### config.mk
export PLATFORM = sky130hd
export DESIGN_NAME = ttt_game_ctrl
export DESIGN_NICKNAME = d
export VERILOG_FILES = /design/src/rtl/ttt_game_ctrl.sv
export SDC_FILE = /design/constraint.sdc
export NUM_CORES = 1
export LEC_CHECK = 0
export ABC_AREA = 1
export CORE_MARGIN = 2
export CORE_UTILIZATION = 35
export CTS_CLUSTER_DIAMETER = 200
export DETAILED_ROUTE_END_ITERATION = 8
export GPL_ROUTABILITY_DRIVEN = 0
export SYNTH_ARGS = -nofsm -noshare
export SYNTH_HDL_FRONTEND = slang
export SYNTH_SLANG_ARGS = --single-unit
### constraint.sdc
create_clock -name clk -period 4.7 [get_ports clk]
set_input_delay 1.41 -clock clk [delete_from_list [all_inputs] [get_ports clk]]
set_output_delay 1.41 -clock clk [all_outputs]
set_load 0.03 [all_outputs]
### src/rtl/ttt_game_ctrl.sv
// Tic-tac-toe game sequencer: owns the X/O boards, cursor, turn and per-turn timer,
// and presents board and result state to the video generator.
module ttt_game_ctrl #(
    parameter int unsigned TURN_CYCLES = 250_000_000,
    parameter int unsigned TIMER_W     = 28
) (
    input  logic               clk,
    input  logic               rst_n,
    input  logic               start,
    input  logic               btn_move,
    input  logic               btn_sel,
    output logic [8:0]         matrix_x,
    output logic [8:0]         matrix_o,
    output logic [3:0]         cursor,
    output logic               turn,
    output logic               game_over,
    output logic [1:0]         winner,
    output logic               sel_err
);

    localparam int unsigned CELLS = 9;
    localparam logic [TIMER_W-1:0] TIMER_LOAD = TIMER_W'(TURN_CYCLES - 1);
    localparam logic [3:0]         LAST_CELL  = 4'd8;
    localparam logic [CELLS-1:0]   FULL_BOARD = 9'h1FF;

    typedef enum logic [2:0] {
        S_IDLE,
        S_TURN,
        S_CHECK,
        S_WIN,
        S_DRAW
    } state_t;

    state_t             state, state_nxt;
    logic [TIMER_W-1:0] timer, timer_nxt;
    logic               start_q, move_q, sel_q;
    logic [CELLS-1:0]   matrix_x_nxt, matrix_o_nxt;
    logic [3:0]         cursor_nxt;
    logic               turn_nxt, game_over_nxt, sel_err_nxt;
    logic [1:0]         winner_nxt;

    logic               start_e, move_e, sel_e;
    logic [CELLS-1:0]   occupied, free_cells, lowest_free, cursor_bit, mover_board;

    function automatic logic has_line(input logic [CELLS-1:0] b);
        has_line = (b[0] & b[1] & b[2]) | (b[3] & b[4] & b[5]) | (b[6] & b[7] & b[8]) |
                   (b[0] & b[3] & b[6]) | (b[1] & b[4] & b[7]) | (b[2] & b[5] & b[8]) |
                   (b[0] & b[4] & b[8]) | (b[2] & b[4] & b[6]);
    endfunction

    assign start_e     = start & ~start_q;
    assign move_e      = btn_move & ~move_q;
    assign sel_e       = btn_sel & ~sel_q;
    assign occupied    = matrix_x | matrix_o;
    assign free_cells  = ~occupied;
    // Isolate the lowest set bit: the auto-placement target on timeout.
    assign lowest_free = free_cells & (~free_cells + 9'd1);
    assign cursor_bit  = 9'b1 << cursor;
    assign mover_board = turn ? matrix_o : matrix_x;

    always_ff @(posedge clk or negedge rst_n) begin
        if (!rst_n) begin
            state     <= S_IDLE;
            timer     <= '0;
            start_q   <= 1'b0;
            move_q    <= 1'b0;
            sel_q     <= 1'b0;
            matrix_x  <= '0;
            matrix_o  <= '0;
            cursor    <= '0;
            turn      <= 1'b0;
            game_over <= 1'b0;
            winner    <= 2'b00;
            sel_err   <= 1'b0;
        end else begin
            state     <= state_nxt;
            timer     <= timer_nxt;
            start_q   <= start;
            move_q    <= btn_move;
            sel_q     <= btn_sel;
            matrix_x  <= matrix_x_nxt;
            matrix_o  <= matrix_o_nxt;
            cursor    <= cursor_nxt;
            turn      <= turn_nxt;
            game_over <= game_over_nxt;
            winner    <= winner_nxt;
            sel_err   <= sel_err_nxt;
        end
    end

    always_comb begin
        state_nxt    = state;
        timer_nxt    = timer;
        matrix_x_nxt = matrix_x;
        matrix_o_nxt = matrix_o;
        cursor_nxt   = cursor;
        turn_nxt     = turn;
        winner_nxt   = winner;
        sel_err_nxt  = 1'b0;

        case (state)
            S_IDLE, S_WIN, S_DRAW: begin
                if (start_e) begin
                    matrix_x_nxt = '0;
                    matrix_o_nxt = '0;
                    cursor_nxt   = '0;
                    turn_nxt     = 1'b0;
                    timer_nxt    = TIMER_LOAD;
                    winner_nxt   = 2'b00;
                    state_nxt    = S_TURN;
                end
            end
            S_TURN: begin
                if (sel_e) begin
                    if ((occupied & cursor_bit) == '0) begin
                        if (turn) matrix_o_nxt = matrix_o | cursor_bit;
                        else      matrix_x_nxt = matrix_x | cursor_bit;
                        state_nxt = S_CHECK;
                    end else begin
                        sel_err_nxt = 1'b1;
                        if (timer != '0) timer_nxt = timer - TIMER_W'(1);
                    end
                end else if (timer == '0) begin
                    if (turn) matrix_o_nxt = matrix_o | lowest_free;
                    else      matrix_x_nxt = matrix_x | lowest_free;
                    state_nxt = S_CHECK;
                end else begin
                    if (move_e) cursor_nxt = (cursor == LAST_CELL) ? 4'd0 : cursor + 4'd1;
                    timer_nxt = timer - TIMER_W'(1);
                end
            end
            S_CHECK: begin
                // Only the player who just moved can have completed a line.
                if (has_line(mover_board)) begin
                    winner_nxt = turn ? 2'b10 : 2'b01;
                    state_nxt  = S_WIN;
                end else if (occupied == FULL_BOARD) begin
                    winner_nxt = 2'b11;
                    state_nxt  = S_DRAW;
                end else begin
                    turn_nxt  = ~turn;
                    timer_nxt = TIMER_LOAD;
                    state_nxt = S_TURN;
                end
            end
            default: state_nxt = S_IDLE;
        endcase

        game_over_nxt = (state_nxt == S_WIN) || (state_nxt == S_DRAW);
    end

endmodule

; Word-level counts from Yosys, hierarchy flattened
; Cells that the tools add are included.
[op_classes]
addsub = 3
mul = 0
n_div = 0
order_cmp = 0
n_eq_ne = 22
n_shift = 1
muxes = 47
bitwise_logic = 39
reduce_logical = 15
[ops]
columns = op, n
row1 = 28-bit 2-to-1 mux, 7
row2 = 9-bit 2-to-1 mux, 12
row3 = 28-bit case mux with 3 select lines, 1
row4 = 9-bit OR, 5
row5 = 9-bit case mux with 2 select lines, 2
row6 = 28-bit logical NOT, 1
row7 = 28-bit nonzero test, 1
row8 = "28-bit by 1-bit subtractor with 28-bit output, second input constant", 1
row9 = 4-bit 2-to-1 mux, 5
row10 = 1-bit bitwise AND, 19
row11 = 9-bit bitwise AND, 2
row12 = 3-bit 2-to-1 mux, 6
row13 = "3-bit inequality test, second input constant", 6
row14 = 9-bit NOT, 2
row15 = "2-bit inequality test, second input constant", 8
row16 = 5-bit AND reduction, 3
row17 = "9-bit by 1-bit adder with 9-bit output, second input constant", 1
row18 = "3-bit by 2-bit equality test with 1-bit output, second input constant", 3
row19 = "9-bit equality test, second input constant", 1
row20 = 9-bit logical NOT, 1
row21 = 3-bit case mux with 3 select lines, 1
row22 = "1-bit by 4-bit left shift with 9-bit output, first input constant", 1
row23 = 2-bit 2-to-1 mux, 4
row24 = 4-bit case mux with 2 select lines, 1
row25 = 17 further kinds, 33
[totals]
reg_bits = 61
latchBits = 0
mem_bits_rw = 0
rom_bits = 0
in_bits = 5
output_inout_bits = 27
word_cells = 139
mem_count = 0

; Depth between registers and ports, before layout
; Gate-level depths: netlist (run 1).
[depth]
ltp_word = 14
depth_mapped = 14
mapped_depth_nobuf = 14

; Worst setup path before layout (run 1)
; OpenSTA, ideal clock, no wires.
[synth_timing]
path_kind = input to register
startpoint = in btn_sel
endpoint = reg timer[14]
setup_ns = 0.065
arrival_ns = 2.541
required_time_ns = 4.635
setup_slack_ns = 2.094
stages = 9
n_path_buf = 2
cell_sequence = nand2_1 clkinv_1 nand4_1 nand2_1 nor2_2 buf_2 buf_6 nand3_1 nand2_1
[synth_via]
elab_chain_cells = 3
word_cells_on_any_way = 7
cone_classes = 3 x eq/ne / 2 x mux / 1 x bitwise / 1 x reduce/logical
[synth_rtl]
columns = element, line_no
row1 = start: declaration, 11  ; input logic btn_sel,
row2 = 1-bit bitwise AND *, 53  ; assign sel_e = btn_sel & ~sel_q;
row3 = 3-bit inequality test (no line) / 28-bit 2-to-1 mux (equally long branches), -
row4 = 7-bit AND reduction (no line) / 28-bit case mux with 3 select lines (equally long branches), -
row5 = end signal: assignment, 77  ; timer <= timer_nxt;
row6 = end: declaration, 35  ; logic [TIMER_W-1:0] timer, timer_nxt;
; Mark *: on every way between the ends. The rest lies on a longest branch, timed or not.
; A chain may end at the register's enable or synchronous reset.

; Worst setup path after layout (run 1)
[layout_timing]
startpoint = in btn_sel
endpoint = reg timer[0]
; The elaborated chain is that of the path after synthesis.

==> results of run 1 <==
[cell families (layout without fill, tap and decap cells)]
| logic type | Yosys count | after routing | synth area share |
|---|---|---|---|
| AO/OA/AOI/OAI | 31 | 31 | 0.03767 |
| XOR/XNOR | 12 | 12 | 0.02453 |
| adder cells (fa/ha/maj) | 7 | 7 | 0.02044 |
| buffers and inverters | 91 | 124 | 0.09226 |
| flip-flops | 61 | 61 | 0.3562 |
| AND/OR/NAND/NOR | 469 | 469 | 0.4689 |
[power groups by stage]
| stage | clock, mW | combinational (mW) | sequential, mW |
|---|---|---|---|
| after detailed placement | 0 | 1.65 | 0.888 |
| after floorplan | 0 | 1.18 | 0.934 |
| final | 0.743 | 1.65 | 0.884 |
| after CTS | 0.759 | 1.65 | 0.883 |
| after global routing | 0.782 | 1.86 | 0.915 |
| after global placement | 0 | 1.61 | 0.887 |
[worst max path at each step]
stage | startpoint | slack [ns] | to | depth (start not counted)
3_5_place_dp | btn_sel | 1.10 | timer[21] | 9
6_report | btn_sel | 1.44 | timer[0] | 9
3_3_place_gp | btn_sel | 1.17 | timer[0] | 9
5_1_grt | btn_sel | 1.21 | matrix_x[2] | 9
4_1_cts | btn_sel | 1.46 | timer[21] | 9
2_1_floorplan | btn_sel | 2.09 | timer[14] | 9
[flip-flops by register name, summed over array words and instances (netlist names)]
| signal | count |
|---|---|
| timer | 28 |
| sel_q | 1 |
| winner | 2 |
| start_q | 1 |
| turn | 1 |
| move_q | 1 |
| game_over | 1 |
| matrix_x | 9 |
| sel_err | 1 |
| cursor | 4 |
| matrix_o | 9 |
| state | 3 |
[worst max-delay path: cells and delay by family]
kind	cells	cell delay, ns
simple gates	6	0.93
buf+inv	3	1.18
[cells in the final DEF (no fill, tap or decap), types with 5 or more instances in the layout]
cell,synthesis,final
sky130_fd_sc_hd__nand2_1,260,260
sky130_fd_sc_hd__nand3_1,91,91
sky130_fd_sc_hd__nor2_1,78,78
sky130_fd_sc_hd__inv_1,67,67
sky130_fd_sc_hd__dfrtp_1,61,61
sky130_fd_sc_hd__clkdlybuf4s50_1,0,30
sky130_fd_sc_hd__o21ai_0,24,24
sky130_fd_sc_hd__nand4_1,15,15
sky130_fd_sc_hd__clkbuf_16,0,9
sky130_fd_sc_hd__or2_2,7,7
sky130_fd_sc_hd__ha_1,7,7
sky130_fd_sc_hd__xnor2_1,6,6
sky130_fd_sc_hd__xor2_1,6,6
sky130_fd_sc_hd__nor2_2,5,5
[area by class of cell]
type / count / area [um^2]
Fill cell: 1276 / 6947
Multi-Input combinational cell: 519 / 2364
Sequential cell: 61 / 1526
Timing Repair Buffer: 34 / 327.8
Inverter: 74 / 277.8
Clock buffer: 11 / 252.7
Tap cell: 147 / 183.9
Clock inverter: 5 / 82.58
[per-stage QoR]
| stage | setup WS [ns] | hold WS, ns | power (mW) | utilization |
|---|---|---|---|---|
| finish | 1.442 | 0.4647 | 3.277 | 0.4192 |
| floorplan | 2.094 | 0.4638 | 2.114 | - |
| CTS | 1.456 | 0.4722 | 3.295 | 0.4192 |
| detailed placement | 1.097 | 0.4586 | 2.537 | 0.3912 |
| global placement | 1.165 | 0.4536 | 2.502 | 0.3912 |
| global route | 1.212 | 0.5191 | 3.559 | 0.4192 |
[layer usage]
| layer | vias up | global-route usage |
|---|---|---|
| li1 | 2166 | - |
| met1 | 1970 | 0.2464 |
| met2 | 91 | 0.2836 |
| met3 | 10 | 0.04394 |
| met4 | 0 | 0.05122 |
| met5 | - | 0 |
==> reports/summary.md, run 1 <==
The run finished with clean final reports. The tools report the required time of the critical path as 4.98 ns. Sequential fraction of design power: 0.270. The number of vias per cell is 4.979, and the count of buffers from port buffering is 31. The half-perimeter wire length of the detailed placement result was 8.059 mm. During I/O placement, the number of pins put on the boundary was 32.

The floorplan step defined a die boundary enclosing 13140 um^2. Cell internal power was estimated by the tool at 1.697 mW. The area share of the largest cell type after synthesis works out to 0.3562. TritonCTS built the clock tree. The slowest stage of the critical path belongs to the cell sky130_fd_sc_hd__clkdlybuf4s50_1. Once the clock tree was built, the setup fixing pass inserted 0 buffers. The slew of the pin with the lowest slew margin came out at 0.9863 ns. The run gives 4237 as the via count. In this run the power spent charging and discharging nets is 1.580 mW. Entering global routing, the biggest net connects 40 pins. The uppermost signal routing layer after detailed routing was met4. For the number of buffers created by CTS, the log shows 9.

The critical path is of the in -> reg type. The later-pin clock latency in the skew report is 0.34 ns. Detailed routing placed a total of 530 um of wire on met3. The smallest clock period supported by the final layout is computed as 3.258 ns.

The proportion of register bits with asynchronous set or reset after synthesis was 1.000. The first global-routing pass estimated 18.86 mm of wire. Setup repair after global routing left no endpoint under its margin. The floorplan step defined a core boundary enclosing 11960 um^2. The clock net sink count is 61.

After detailed routing, the average wire length per cell comes to 13.24 um. For the portion of total power attributed to combinational logic, the log shows 0.504. The tools report the worst-case headroom to the max-slew limit as 0.3417. In this run the vertical extent of the chip is 114.7 um. After detailed routing, the number of remaining DRC violations is 0. Buffers inserted to repair hold after CTS numbered 0. The logs give 0 for the number of slew-limit violations in the final report and 851 for the final standard cell count with taps included and fillers excluded.

No sink is reached through more buffers than the 2 on the longest clock path. The worst hold path was traced through 2 stages. In this run the static leakage power is 2.654 nW. For the number of resized instances in the post-cts repair step, the log shows 0. In this run, synthesis inferred 0 flip-flops with an integrated enable. The logs give 5 for the number of search-and-repair iterations in the first detailed-routing pass and 0 for the total global routing overflow.

The root buffer cell chosen for the clock tree is sky130_fd_sc_hd__clkbuf_16. The maximum resistive drop on vdd came out at 0.2900 mV. STA classifies the critical path endpoint as a register. The starting utilization of the core area was 0.3583; the routed wire length was 11.27 mm.

The synthesized net count came out at 683. The tools report the sequential-to-total area share from yosys stat as 0.3562. The most used cell along the critical path is sky130_fd_sc_hd__nand2_1.

The H-tree generated during clock tree synthesis spans 3 levels. The worst register-to-register path has a setup slack of 1.70 ns. The yosys synthesis warning count came out at 0. The worst hold path belongs to the class reg -> reg.

The fraction of final layout cells sized beyond drive strength 1 is 0.06250, and the count of max-cap constraint violations is 0. The worst register-to-register path has a depth of 9. The final cycle utilization of the critical path works out to 0.6933. The tools report the post-route clock skew as 0.009608 ns.

For the worst setup path, the data arrival time is 3.54 ns. The total routed wire length on the met1 layer is 5.571 mm. The critical path goes through clkdlybuf4s50_1, nand2_1, clkinv_1, nand4_1, nand2_1, nor2_2, buf_4, nand3_1, nand2_1. Mean instance size in the synthesized netlist: 6.387 um^2. The startpoint identified for the worst register-to-register timing path is state[2]. For the detailed router's first-iteration violation count, the log shows 275. The power per cell area is 653.5 nW/um^2.

For the setup TNS, the log shows 0 ns. Among all flip-flop cells after synthesis, the most frequent one is sky130_fd_sc_hd__dfrtp_1. The run gives 671 as the synthesized instance count. Via count of the first global-routing pass: 3886.

The synthesis-to-layout area growth works out to 17.02%. Synthesized cell area: 4285 um^2. In this run the critical register-to-register path is captured at cursor[0]. Setup violations remaining at the end of the flow were counted as 0.

The largest total area in the synthesized netlist belongs to sky130_fd_sc_hd__dfrtp_1. The switching part of the total came out at 0.4823. The count of nets left with antenna violations once routing finished came out at 0. The final hold violation count was 0. The length of routed met2 wiring was 5.059 mm. Kind of start point of the critical path: an input port.

The number of synthesized register bits works out to 61. The repair_antennas step left the layout with diodes totalling 0. After synthesis, the most frequently instantiated cells are sky130_fd_sc_hd__nand2_1, sky130_fd_sc_hd__nand3_1, sky130_fd_sc_hd__nor2_1. The horizontal die dimension came out at 114.7 um.

In the final design database the tool counted 711 nets. The placed standard-cell area came out at 4679 um^2. For the highest attainable clock frequency, the log shows 306.9 MHz.

Counting tap cells, the placed design contains a total of 835 instances. The tools report the power share of the clock group as 0.227. The most common cell in the netlist is sky130_fd_sc_hd__nand2_1. The run gives 0 as the number of antenna violations at the first check in global routing. In this run the most critical hold path is launched from winner[1].

The hold-critical path endpoint is winner[1]. The netlist uses 30 different library cells. After synthesis, the cell types taking the most area are sky130_fd_sc_hd__dfrtp_1, sky130_fd_sc_hd__nand2_1, sky130_fd_sc_hd__nand3_1, sky130_fd_sc_hd__nor2_1, sky130_fd_sc_hd__inv_1.

In this run the worst path has a maximum fanout of 28. The largest stage delay on the critical path works out to 0.44 ns. The finished cells cover 5015 um^2. After floorplanning, the core was divided into 40 placement rows. The global-route usage over all layers was 0.1803. The clock slew seen by the registers of the worst setup and hold paths was 0.05 ns.
Note: power is estimated with default switching activity, not from simulation.
==> run 2, diff against run 1 <==
clock period = 2.86 ns   (was 4.7 ns; I/O delays follow)
==> reports/summary.md, run 2 (same netlist as run 1, synthesis figures left out) <==
Net count of the finished layout: 717 (+0.84%). The post-detailed-route DRC marker count was 0 (unchanged). The cell area after layout was 5029 um^2 (+0.27%); the final hold violation count was 0 (unchanged). TritonCTS built the clock tree. The run gives 0.1346 ns (-0.9624 ns) as the pre-CTS setup slack. Number of vias per cell: 4.930 (-0.98%). The number of nets with antenna violations after detailed routing came out at 0 (unchanged). The maximum resistive drop on vdd came out at 0.4508 mV (+55%).

The fraction of final layout cells sized beyond drive strength 1 is 0.06901 (+0.006514). The run gives 0 (unchanged) as the antenna diode count. The kind of start point of the critical path is a register. The setup TNS came out at 0 ns (unchanged).

The count of max-cap constraint violations was 0 (unchanged). The utilization after layout is 0.4204 (+0.001150), and the number of resized instances in the post-cts repair step is 0 (unchanged). The run gives 0.3583 (unchanged) as the starting utilization of the core area. Hold path depth: 2 (unchanged).

The tools report the detailed router's first-iteration violation count as 255 (-7.3%). The global-route met2 utilization came out at 0.2730 (-0.01065). The largest register by flop count is timer.

The later-pin clock latency in the skew report is 0.34 ns (about the same). The largest stage delay on the critical path works out to 0.76 ns (+0.32 ns). The routed wire length is 11.25 mm (-0.20%). The number of slew-limit violations in the final report was 0 (unchanged). The top cell types in the final layout, fill and taps aside, are sky130_fd_sc_hd__nand2_1, sky130_fd_sc_hd__nand3_1, sky130_fd_sc_hd__nor2_1. The number of buffers created by CTS came out at 9 (unchanged).

The worst-case reg-to-reg path depth is 13 (+4). The run finished with clean final reports. The number of buffers inserted for hold repair after clock tree synthesis was 0 (unchanged). The count of buffers added by post-CTS timing repair for setup came out at 0 (unchanged). The kind of critical path is reg -> out. The clock slew seen by the registers of the worst setup and hold paths came out at 0.05 ns (about the same).

The tools report the endpoint of the lowest-slack register-to-register path as timer[21]. Via count: 4225 (-0.28%). The run gives 0.2808 ns (-1.161 ns) as the setup slack after layout. Startpoint of the worst-slack reg-to-reg timing path: cursor[0]. The cell with the largest stage delay on the worst path was sky130_fd_sc_hd__clkdlybuf4s50_1.

In this run the worst hold path is classified as reg -> reg. The final cycle utilization of the critical path is 0.9018, and the count of buffers from port buffering is 31 (unchanged). The number of antenna violations at the first check in global routing is 0 (unchanged), and the met1 layer usage reported by global route is 0.2498 (+0.003391). The tools report the placeable core region as 11960 um^2 (unchanged).

The largest registers in the layout are timer: 28 flops, matrix_o: 9 flops, matrix_x: 9 flops. The detail-routed net length per standard cell works out to 13.12 um (-0.90%). Highest-utilization routing layer at the global route stage: met2. The area enclosed by the die boundary is 13140 um^2 (unchanged), and the worst-case headroom to the max-slew limit is 0.5468 (+0.2051). For the placed standard-cell area, the log shows 4750 um^2 (+1.5%).

The run gives 3 (unchanged) as the H-tree depth. Cell class contributing the biggest share of worst-path delay: buffers and inverters. Total global routing overflow: 0 (unchanged). The worst setup path is captured at an output port. For hold timing, the worst endpoint is winner[1]. The power per cell area was 1052 nW/um^2 (+61%). The post-route clock skew is 0.01174 ns (+0.002132 ns).

The number of buffer and inverter instances along the worst setup path came out at 1 (-2). Relative to the synthesized area, the layout overhead comes to 17.34%. The logs give 0 (unchanged) for the count of final setup violators and 2.00 ns (-2.98 ns) for the required time of the critical path. The vertical die dimension is 114.7 um (unchanged), and the pin count of the biggest net entering global routing is 35 (-13%). Number of placed I/O pins: 32 (unchanged).

For the half-perimeter wire length of the detailed placement result, the log shows 8.026 mm (-0.41%). Based on the critical path, the design can be clocked at up to 387.7 MHz. Setup repair after global routing left no endpoint under its margin. Met3 usage in global routing: 0.04870 (+0.004764).

The run gives 1.72 ns (-1.82 ns) as the endpoint arrival time on the critical path. The number of flip-flops in the largest register is 28 (unchanged), and the site row count is 40 (unchanged). The tools report the clock net sink count as 61 (unchanged).

The library cell used most frequently in the layout, excluding fill and tap cells, is sky130_fd_sc_hd__nand2_1. The run gives 18.83 mm (-0.14%) as the global-route wire length before repair. The run gives 4 (-1) as the number of search-and-repair iterations in the first detailed-routing pass.

The tools report the startpoint of the tightest hold check path as winner[1]. Traced cell by cell, the critical path runs through clkdlybuf4s50_1. The maximum fanout count along the critical path is 16 (-43%), and the static leakage is 2.676 nW (+0.82%). The slew of the pin with the lowest slew margin is 0.6798 ns (-0.3065 ns).

The reg2reg setup slack is 0.56 ns (-1.14 ns), and the time the final worst path needs with I/O delays and setup is 2.579 ns. The horizontal die dimension works out to 114.7 um (unchanged). The cell sitting at the root of the clock tree is a sky130_fd_sc_hd__clkbuf_16. For the total power after layout, the log shows 5.288 mW (+61%).

Largest buffer count on any clock path: 2 (unchanged). The global-route usage over all layers came out at 0.1813 (+0.001089). Via count of the first global-routing pass: 3962 (+2.0%).
-- run 2: cell types whose count changed in the layout (fill, tap and decap cells not counted) --
cell                         change
sky130_fd_sc_hd__clkbuf_1        +1
sky130_fd_sc_hd__clkinvlp_4      -2
sky130_fd_sc_hd__clkinv_2        +3
sky130_fd_sc_hd__bufinv_16       -2
sky130_fd_sc_hd__buf_12          +2
sky130_fd_sc_hd__buf_4           +4
-- run 2: layer usage --
metal / part of all wire / vias to the layer above
met3: 0.047 / 9
met4: 0.013 / 0
met1: 0.50 / 1938
met5: 0 / -
met2: 0.44 / 97
li1: - / 2181
-- run 2: how the worst max path moves through the flow --
stage,start,end,slack (ns),depth (start not counted)
2_1_floorplan,cursor[0],matrix_x[0],0.75,14
3_3_place_gp,start,timer[6],0.16,10
3_5_place_dp,start,timer[24],0.13,10
4_1_cts,turn,turn,0.26,1
5_1_grt,turn,turn,0.17,1
6_report,turn,turn,0.28,1
-- run 2: cell type report --
cell class / instances / area [um^2]
fill: 1255 / 6933
multi-input combinational: 519 / 2364
sequential: 61 / 1526
timing repair buffer: 40 / 397.9
inverter: 74 / 277.8
clock buffer: 12 / 256.5
tap: 147 / 183.9
clock inverter: 4 / 22.52
-- run 2: where the power goes --
part | internal (mW) | switching [mW] | total, mW
Clock | 0.628 | 0.396 | 1.02
Sequential | 1.13 | 0.330 | 1.46
Combinational | 0.936 | 1.87 | 2.80
Total | 2.70 | 2.59 | 5.29
-- run 2: stage by stage --
stage          instances  hold WS, ns
3_5_place_dp         841       0.4713
5_1_grt              857       0.5024
4_1_cts              857       0.4838
3_3_place_gp         841       0.4541
6_report             857       0.4790
2_1_floorplan        671       0.4638
==> run 3, diff against run 2 <==
CORE_UTILIZATION = 54   (was 35)
PLACE_DENSITY = 0.77   (was not set)
==> reports/summary.md, run 3 (same netlist as run 1, synthesis figures left out) <==
The power per cell area was 1028 nW/um^2 (-2.3%); the count of buffers added by post-CTS timing repair for setup was 0 (unchanged). The post-route clock skew came out at 0.007702 ns (-0.004037 ns). The endpoint arrival time on the critical path was 1.63 ns (-0.09 ns); the post-detailed-route DRC marker count was 0 (unchanged). The clock slew seen by the registers of the worst setup and hold paths is 0.08 ns (+0.03 ns).

In the final layout, the registers with the most flip-flops are timer: 28 flops, matrix_o: 9 flops, matrix_x: 9 flops. The setup TNS is 0 ns (unchanged), and the number of buffers inserted for hold repair after clock tree synthesis is 0 (unchanged). Kind of start point of the critical path: a register.

Leaving out fill and tap cells, the most frequent cells in the layout are sky130_fd_sc_hd__nand2_1, sky130_fd_sc_hd__nand3_1, sky130_fd_sc_hd__nor2_1. The total global routing overflow was 0 (unchanged); the time the final worst path needs with I/O delays and setup was 2.487 ns (-0.09199 ns). Via count: 4319 (+2.2%). The tools report the highest attainable clock frequency as 402.1 MHz (+3.7%). The number of buffers created by CTS was 9 (unchanged); the horizontal die dimension was 93.09 um (-19%). The vertical die dimension was 93.09 um (-19%). The worst-case headroom to the max-slew limit is 0.6341 (+0.08737), and the detailed router's first-iteration violation count is 204 (-20%). The cell family contributing the most delay on the critical path is buffers and inverters. The later-pin clock latency in the skew report came out at 0.35 ns (about the same). The maximum fanout count along the critical path was 10 (-6).

The number of flip-flops in the largest register works out to 28 (unchanged). Ranked by flip-flop count, first place goes to timer. Global-route wire length before repair: 18.46 mm (-1.9%). Final cycle utilization of the critical path: 0.8697 (-0.03217). STA classifies the critical path endpoint as an output port. The fraction of final layout cells sized beyond drive strength 1 was 0.07423 (+0.005216). Utilization after layout: 0.6357 (+0.2153).

The tree is rooted in a sky130_fd_sc_hd__clkbuf_8. The number of search-and-repair iterations in the first detailed-routing pass came out at 5 (+1). The run gives 40 (+14%) as the pin count of the biggest net entering global routing. The run gives 7.913 mm (-1.4%) as the half-perimeter wire length of the detailed placement result.

The setup path with the least slack is of type reg -> out. The logs give 0.5546 (+0.1963) for the starting utilization of the core area and 0 (unchanged) for the count of final setup violators. The number of antenna violations at the first check in global routing is 0 (unchanged).

The count of buffers from port buffering is 31 (unchanged). For the placeable core region, the log shows 7727 um^2 (-35%). Static leakage: 2.653 nW (-0.88%).

The area enclosed by the die boundary was 8665 um^2 (-34%); the required time of the critical path was 2.00 ns (about the same). Count of max-cap constraint violations: 0 (unchanged). For the maximum resistive drop on vdd, the log shows 0.6115 mV (+36%). The via count of the first global-routing pass was 4037 (+1.9%); the synthesis-to-layout area growth was 14.63%.

For the number of slew-limit violations in the final report, the log shows 0 (unchanged). The number of placed I/O pins is 32 (unchanged). Slew of the pin with the lowest slew margin: 0.5488 ns (-0.1311 ns). In this run the worst hold path is classified as reg -> reg.

The tools report the site row count as 32 (-20%). Setup repair after global routing left no endpoint under its margin. The largest buffer count on any clock path is 2 (unchanged).

The tools report the number of nets with antenna violations after detailed routing as 0 (unchanged). The number of resized instances in the post-cts repair step is 0 (unchanged). TritonCTS built the clock tree.

The final hold violation count was 0 (unchanged); the largest stage delay on the critical path was 0.74 ns (-0.02 ns). The detail-routed net length per standard cell was 13.10 um (-0.21%). The number of vias per cell came out at 5.293 (+7.4%). H-tree depth: 3 (unchanged). Leaving out fill and tap cells, the most frequent cell in the layout is sky130_fd_sc_hd__nand2_1.

Traced cell by cell, the critical path runs through clkdlybuf4s50_1. The logs give 0 (unchanged) for the antenna diode count and 10.69 mm (-5.0%) for the routed wire length. The flow ran to the end, and the final reports show no timing, DRC or antenna violations.

The number of buffer and inverter instances along the worst setup path was 1 (unchanged); the global-route usage over all layers was 0.2652 (+0.08381). The number of filler cells placed in the layout was 741 (-41%). The slowest stage of the critical path belongs to the cell sky130_fd_sc_hd__clkdlybuf4s50_1. The net count of the finished layout was 721 (+0.56%); the clock net sink count was 61 (unchanged).
-- run 3: cell type report --
class | count | area (um^2) | share of cell area
multi-input combinational | 519 | 2364 | 0.4812
sequential | 61 | 1526 | 0.3107
timing repair buffer | 44 | 415.4 | 0.08456
inverter | 74 | 277.8 | 0.05655
clock buffer | 11 | 141.4 | 0.02878
tap | 102 | 127.6 | 0.02598
clock inverter | 5 | 60.06 | 0.01223
-- run 3: metrics by stage --
step	total power [mW]	hold WS [ns]	area [um^2]	std cells	setup WS (ns)
floorplan	3.474	0.4638	4285	671	0.7544
finish	5.049	0.4773	4912	816	0.3728
global placement	4.144	0.4600	4711	800	0.2716
global route	5.526	0.5032	4912	816	0.2330
CTS	5.061	0.4816	4912	816	0.3654
detailed placement	4.254	0.4658	4711	800	0.1022
-- run 3: final timing paths --
kind / depth (start not counted) / startpoint / slack (ns) / end
min in group asynchronous: 1 / rst_n / 0.49 / matrix_o[6]
worst max register to register: 13 / cursor[0] / 0.46 / timer[8]
worst min register to register: 2 / winner[0] / 0.48 / winner[0]
worst min-delay path: 2 / winner[0] / 0.48 / winner[0]
max in group asynchronous: 2 / rst_n / 1.77 / timer[10]
worst max-delay path: 1 / cursor[3] / 0.37 / cursor[3]
-- run 3: metal layers --
layer,part of all wire,global-route usage
met1,0.41,0.3156
met3,0.047,0.03384
met2,0.52,0.4801
met4,0.027,0.1115
met5,0,0
-- run 3: power by group --
part	internal (mW)	switching (mW)
logic	0.940	1.86
registers	1.13	0.323
clock network	0.428	0.371
